--- config.mk ---
export PLATFORM = sky130hd
export DESIGN_NAME = rc4_stream_ctrl
export DESIGN_NICKNAME = d
export VERILOG_FILES = /design/src/rtl/rc4_stream_ctrl.sv
export SDC_FILE = /design/constraint.sdc
export NUM_CORES = 1
export LEC_CHECK = 0
export ABC_AREA = 1
export CORE_ASPECT_RATIO = 1.5
export CORE_MARGIN = 3
export CORE_UTILIZATION = 50
export CTS_CLUSTER_SIZE = 40
export DETAILED_ROUTE_END_ITERATION = 8
export PLACE_DENSITY = 0.86
export SLEW_MARGIN = 20
export SYNTH_ARGS = -nofsm -noshare
export SYNTH_HDL_FRONTEND = slang
export SYNTH_SLANG_ARGS = --single-unit
--- constraint.sdc ---
create_clock -name clk -period 13.24 [get_ports clk]
set_input_delay 2.648 -clock clk [delete_from_list [all_inputs] [get_ports clk]]
set_output_delay 2.648 -clock clk [all_outputs]
set_load 0.1 [all_outputs]
--- src/rtl/rc4_stream_ctrl.sv ---
// RC4 sequencer: drives a 256x8 S-box RAM through INIT, key scheduling and
// keystream generation, and emits keystream bytes on a valid/ready stream.
module rc4_stream_ctrl #(
    parameter int KEY_BYTES = 16,
    localparam int KL_W = $clog2(KEY_BYTES + 1)
) (
    input  logic                   clk,
    input  logic                   rst,
    input  logic                   start,
    input  logic                   stop,
    input  logic [KEY_BYTES*8-1:0] key,
    input  logic [KL_W-1:0]        key_len,
    output logic                   busy,
    output logic                   ks_valid,
    input  logic                   ks_ready,
    output logic [7:0]             ks_data,
    output logic                   ram_wen,
    output logic [7:0]             ram_raddr_1,
    input  logic [7:0]             ram_rdata_1,
    output logic [7:0]             ram_waddr_2,
    output logic [7:0]             ram_wdata_2,
    output logic [7:0]             ram_addr_3,
    output logic [7:0]             ram_wdata_3,
    input  logic [7:0]             ram_rdata_3,
    output logic [2:0]             dbg_state
);

    localparam logic [2:0] S_IDLE   = 3'd0;
    localparam logic [2:0] S_INIT   = 3'd1;
    localparam logic [2:0] S_KSA_A  = 3'd2;
    localparam logic [2:0] S_KSA_B  = 3'd3;
    localparam logic [2:0] S_PRGA_1 = 3'd4;
    localparam logic [2:0] S_PRGA_2 = 3'd5;
    localparam logic [2:0] S_PRGA_3 = 3'd6;
    localparam logic [2:0] S_OUT    = 3'd7;

    logic [2:0]             r_state;
    logic [7:0]             r_i;
    logic [7:0]             r_j;
    logic [7:0]             r_t;
    logic [7:0]             r_si;
    logic [7:0]             r_ks_data;
    logic                   r_ks_valid;
    logic [KL_W-1:0]        r_kidx;
    logic [KL_W-1:0]        r_key_len;
    logic [KEY_BYTES*8-1:0] r_key;

    logic [7:0]      w_key_byte;
    logic [KL_W-1:0] w_kidx_next;
    logic [KL_W-1:0] w_key_len_eff;
    logic            w_wen;
    logic [7:0]      w_raddr_1;
    logic [7:0]      w_waddr_2;
    logic [7:0]      w_wdata_2;
    logic [7:0]      w_addr_3;
    logic [7:0]      w_wdata_3;

    always_comb begin
        w_key_byte = '0;
        for (int n = 0; n < KEY_BYTES; n++) begin
            if (r_kidx == KL_W'(n)) w_key_byte = r_key[8*n +: 8];
        end
    end

    // Key index wraps by comparison against the captured length, not by modulo.
    assign w_kidx_next   = (r_kidx == r_key_len - KL_W'(1)) ? '0 : r_kidx + KL_W'(1);
    assign w_key_len_eff = (key_len == '0 || key_len > KL_W'(KEY_BYTES)) ? KL_W'(KEY_BYTES) : key_len;

    always_comb begin
        w_wen     = 1'b0;
        w_raddr_1 = '0;
        w_waddr_2 = '0;
        w_wdata_2 = '0;
        w_addr_3  = '0;
        w_wdata_3 = '0;
        case (r_state)
            S_INIT: begin
                w_wen     = 1'b1;
                w_waddr_2 = r_i;
                w_wdata_2 = r_i;
                w_addr_3  = r_i + 8'd128;
                w_wdata_3 = r_i + 8'd128;
            end
            S_KSA_A:  w_raddr_1 = r_i;
            // Swap: port 3 reads S[j] and writes S[i] there; port 2 stores S[j] at i.
            S_KSA_B, S_PRGA_2: begin
                w_wen     = 1'b1;
                w_waddr_2 = r_i;
                w_wdata_2 = ram_rdata_3;
                w_addr_3  = r_j;
                w_wdata_3 = r_si;
            end
            S_PRGA_1: w_raddr_1 = r_i + 8'd1;
            S_PRGA_3: w_raddr_1 = r_t;
            default: ;
        endcase
    end

    assign ram_wen     = w_wen & ~stop;
    assign ram_raddr_1 = w_raddr_1;
    assign ram_waddr_2 = w_waddr_2;
    assign ram_wdata_2 = w_wdata_2;
    assign ram_addr_3  = w_addr_3;
    assign ram_wdata_3 = w_wdata_3;
    assign busy        = (r_state != S_IDLE);
    assign ks_valid    = r_ks_valid;
    assign ks_data     = r_ks_data;
    assign dbg_state   = r_state;

    // Stream: a byte transfers on a rising edge where ks_valid && ks_ready;
    // ks_data/ks_valid stay frozen until then unless stop or rst intervenes.
    always_ff @(posedge clk or posedge rst) begin
        if (rst) begin
            r_state    <= S_IDLE;
            r_i        <= '0;
            r_j        <= '0;
            r_t        <= '0;
            r_si       <= '0;
            r_ks_data  <= '0;
            r_ks_valid <= 1'b0;
            r_kidx     <= '0;
            r_key_len  <= '0;
            r_key      <= '0;
        end else if (stop) begin
            r_state    <= S_IDLE;
            r_ks_valid <= 1'b0;
        end else begin
            case (r_state)
                S_IDLE: begin
                    if (start) begin
                        r_key     <= key;
                        r_key_len <= w_key_len_eff;
                        r_i       <= '0;
                        r_j       <= '0;
                        r_kidx    <= '0;
                        r_state   <= S_INIT;
                    end
                end
                S_INIT: begin
                    if (r_i == 8'd127) begin
                        r_i     <= '0;
                        r_state <= S_KSA_A;
                    end else begin
                        r_i <= r_i + 8'd1;
                    end
                end
                S_KSA_A: begin
                    r_si    <= ram_rdata_1;
                    r_j     <= r_j + ram_rdata_1 + w_key_byte;
                    r_state <= S_KSA_B;
                end
                S_KSA_B: begin
                    r_i    <= r_i + 8'd1;
                    r_kidx <= w_kidx_next;
                    if (r_i == 8'd255) begin
                        r_j     <= '0;
                        r_state <= S_PRGA_1;
                    end else begin
                        r_state <= S_KSA_A;
                    end
                end
                S_PRGA_1: begin
                    r_i     <= r_i + 8'd1;
                    r_si    <= ram_rdata_1;
                    r_j     <= r_j + ram_rdata_1;
                    r_state <= S_PRGA_2;
                end
                S_PRGA_2: begin
                    r_t     <= r_si + ram_rdata_3;
                    r_state <= S_PRGA_3;
                end
                S_PRGA_3: begin
                    r_ks_data  <= ram_rdata_1;
                    r_ks_valid <= 1'b1;
                    r_state    <= S_OUT;
                end
                S_OUT: begin
                    if (r_ks_valid && ks_ready) begin
                        r_ks_valid <= 1'b0;
                        r_state    <= S_PRGA_1;
                    end
                end
                default: r_state <= S_IDLE;
            endcase
        end
    end

endmodule

* Word-level counts from Yosys, hierarchy flattened *
Cells that the tools add are included.

word-level totals
  bits in registers = 182
  bits of input ports = 154
  logic and storage cells = 113

operators by class
  equality and inequality tests = 30
  add/sub/neg operators = 7
  reductions and logical operators = 23
  bitwise gates (word level) = 2
  muxes and demuxes = 40
  $lt $le $gt $ge = 1

operator list
  operator                                       number
  two-way mux 8 bit                              20
  case mux 8 bit (2 select lines)                3
  case mux 8 bit (3 select lines)                2
  == test 5 x 4 -> 1 bit, second input constant  8
  case mux 8 bit (4 select lines)                1
  adder 8 bit                                    3
  case mux 3 bit (8 select lines)                1
  == test 5 x 3 -> 1 bit, second input constant  4
  two-way mux 3 bit                              5
  two-way mux 5 bit                              3
  == test 3 bit, second input constant           4
  AND reduction 3 bit                            4
  == test 5 x 2 -> 1 bit, second input constant  2
  zero test 5 bit                                2
  case mux 5 bit (2 select lines)                1
  inequality test 3 bit, second input constant   3
  nonzero test 3 bit                             3
  adder 8 x 1 -> 8 bit, second input constant    1
  adder 8 bit, second input constant             1
  == test 8 x 7 -> 1 bit, second input constant  1
  == test 8 bit, second input constant           1
  AND reduction 2 bit                            4
  == test 3 x 2 -> 1 bit, second input constant  2
  OR reduction 2 bit                             3
  18 further kinds                               21

* Depth between registers and ports, before layout *
  word-level depth = 19
  gate-level depth with buffers = 34

* Worst setup path after synthesis *
Ideal clock, no wire load.

  path type = input to output
  start point = in ram_rdata_3[1]
  end point = out ram_wdata_2[1]
  data required time = 10.592 ns
  path buffers = 0
  stages = 2
  data arrival time = 4.816 ns
  path slack = 5.776 ns
  cell sequence = inv_1 o21ai_0

on the way
  longest elaborated chain between the ends = 1

RTL lines
  item                             line  source
  from (decl)                      24    input logic [7:0] ram_rdata_3,
  case mux 8 bit (2 select lines)  76    case (r_state)
  to (decl)                        21    output logic [7:0] ram_wdata_2,

Every way passes these cells.

* Worst setup path after layout *
  start point = in stop
  end point = out ram_wen

on the way
  longest elaborated chain between the ends = 2

RTL lines
  item                             line  source
  from (decl)                      10    input logic stop,
  inverter 1 bit (no source line)  --
  AND 1 bit                        99    assign ram_wen = w_wen & ~stop;
  to (decl)                        17    output logic ram_wen,

Every way passes these cells.

==> metrics.txt <==
CP Class in2out; Clk pwr share 25.0%; min-delay src r_key[84]; Startpoint Class primary input; Comb pwr share 36.7%; Crit. End Element primary output; synthesized cell area 10100 um^2; dpl hpwl 20900 um; largest area contributor in the netlist dfrtp_1; # Post-CTS Setup Buffers 0; CTS tree done; Max Cap Viol 0; Initial Util 51.0%; core footprint 19800 um^2; FF+latch count, synth 182; CTS Sinks 182; Sum Neg Setup Slack 0 ns; NetSw 0.793 mW; final hold violations 0; Synth Flop Type dfrtp_1; commonest non-fill, non-tap cells in the layout nand2_1, clkdlybuf4s50_1, dfrtp_1, inv_1, o21ai_0; Worst-Skew Late Latency 0.44 ns; Placed Area 12300 um^2; die height 180 um; peak supply drop 85.6 uV; cts hold-fix bufs 0; CP Max Fanout 7; initial drt markers 678; GRT overflow 0; Total Wirelength 27700 um; Worst-path clk slew 0.07 ns; clk buf depth 2; Root Buffer clkbuf_16; Ys Warns 0; IO Pins 208; vias 9561; Placer Congestion 0.921; Internal Pwr Total 1.24 mW; actual slew at the worst max-slew pin 1.03 ns; Post-synth ARST share 100%; largest net degree at the start of global routing 108; fin nets 1748; first drt pass iteration count 5; htree depth 4; Synth area leaders dfrtp_1, nand2_1, o21ai_0; Worst Path Required 10.59 ns; Setup Skew 0.0126 ns; power per cell area 157 nW/um^2; Max Freq 0.139 GHz; sequential cell fraction of total power 38.4%; flop-to-flop setup slack 8.74 ns; layout cells sized above 1 4.51%; Max stage delay on crit path 1.15 ns; switching share of total power 39.1%; number of synthesized flops with an enable pin 0; Worst path most repeated cell clkdlybuf4s50_1; mean post-synth cell area 7.31 um^2; gr usage total 25.2%; fin crit share 54.3%; top cell type's share of synthesized area 45.2%; DR DRC count 0; global-route wire length before repair 44600 um; DR vias/cell 5.21; FF-to-FF End r_j[7]; Die Wd 122 um; commonest non-fill, non-tap cell in the layout nand2_1; total leakage power 6.33 nW; final instance area 12900 um^2; reg2reg start r_kidx[0]; remaining antenna violation count 0; end of the worst hold path r_key[84]; number of antenna violations at the first check in global routing 0; status finished, final reports clean; Num CTS Buffers 17; CP cell instances clkdlybuf4s50_1 > nor2_1 > clkdlybuf4s50_1; ant diodes 0; Slew Limit Fails 0; worst min-delay path class reg2reg; # setup viols final 0; row cnt 63; Die ar. 21900 um^2; cts repair resizes 0; RSZ-0062 raised after global routing false; Mapped Nets 1565; crit path time final 7.19 ns; vias in the first global route 9199; sequential area share after synthesis 45.2%; R2R depth 32; wire length per cell 15.1 um; arrival time at the worst endpoint 4.55 ns; IO Port Bufs 207; Mapped Cells 1379; count of different cell masters after synthesis 43; slew margin rel. 30.4%; Crit-path slowest cell clkdlybuf4s50_1; post-layout util 65.3%; synthesis-to-finish area growth 28.2%; hold depth 2
## routing by layer
metal | track usage (%) | wire length, um | vias to the layer above
met2 | 45.4 | 14500 | 353
met5 | 0 | 0 | -
met3 | 4.34 | 1560 | 66
li1 | - | - | 4695
met4 | 10.4 | 1040 | 0
met1 | 29.2 | 10600 | 4447
## worst max path at each step
stage | endpoint | slack, ns | cells after the start | startpoint
after floorplan | dbg_state[0] | 5.65 | 1 | rst
after global placement | ram_wdata_2[1] | 6.09 | 4 | ram_rdata_3[1]
after detailed placement | ram_wen | 6.06 | 3 | stop
after CTS | ram_wen | 6.06 | 3 | stop
after global routing | ram_wen | 5.98 | 3 | stop
final | ram_wen | 6.05 | 3 | stop
## layout make-up
type	count	area, um^2
fillers	1664	6860
multi-input cells	991	4720
flip-flops and latches	182	4550
repair buffers	214	2140
inverters	156	597
clock buffers	17	425
well taps	260	325
clock inverters	14	164
## sequential cells by signal, summed over array words and instances (netlist names)
| name | count |
|---|---|
| r_key | 128 |
| r_i | 8 |
| r_si | 8 |
| ks_data | 8 |
| dbg_state | 3 |
| r_kidx | 5 |
| r_t | 8 |
| ks_valid | 1 |
| r_j | 8 |
| r_key_len | 5 |
## cells in the mapped netlist (4+ instances only)
cell        n
nor2_4      5
o211ai_1    7
ha_1       29
or2_0       4
nand2_1   554
nor3_1      6
a21oi_1    26
o22ai_1    12
inv_2       7
buf_2      16
a22oi_1     6
nand3b_1    5
a31oi_1     4
xnor2_1     6
nor2_1     68
o21ai_0   140
xor2_1     15
o21ai_1     5
or2_2       7
dfrtp_1   182
clkbuf_1   31
inv_1     146
nand3_1    63
## worst max-delay path: cells and delay by family
kind | cells | cell delay [ns]
buffers and inverters | 2 | 1.72
and+or+nand+nor | 1 | 0.17
## power by group through the flow
stage / Combinational [mW] / Sequential, mW / Clock [mW]
2_1_floorplan: 0.520 / 0.768 / 0
3_3_place_gp: 0.716 / 0.778 / 0
3_5_place_dp: 0.735 / 0.784 / 0
4_1_cts: 0.744 / 0.775 / 0.513
5_1_grt: 0.843 / 0.791 / 0.536
6_report: 0.744 / 0.779 / 0.506
## kinds of logic (layout without fill, tap and decap cells)
kind of cell / count (synthesis) / count (layout) / share of synthesized area (%)
AO/OA/AOI/OAI: 210 / 210 / 11.3
XOR/XNOR: 21 / 21 / 1.82
adder cells (fa/ha/maj): 32 / 32 / 4.20
buffers and inverters: 206 / 401 / 8.15
flip-flops: 182 / 182 / 45.2
multiplexers: 1 / 1 / 0.0993
AND/OR/NAND/NOR: 727 / 727 / 29.3
## metrics by stage
step	power (mW)	instances	setup WS (ns)	hold slack [ns]
after floorplan	1.29	1379	5.65	0.434
after global placement	1.49	1802	6.09	0.448
after detailed placement	1.52	1802	6.06	0.452
after CTS	2.03	1833	6.06	0.470
after global routing	2.17	1834	5.98	0.487
final	2.03	1834	6.05	0.468
(Power assumes the default switching activity.)
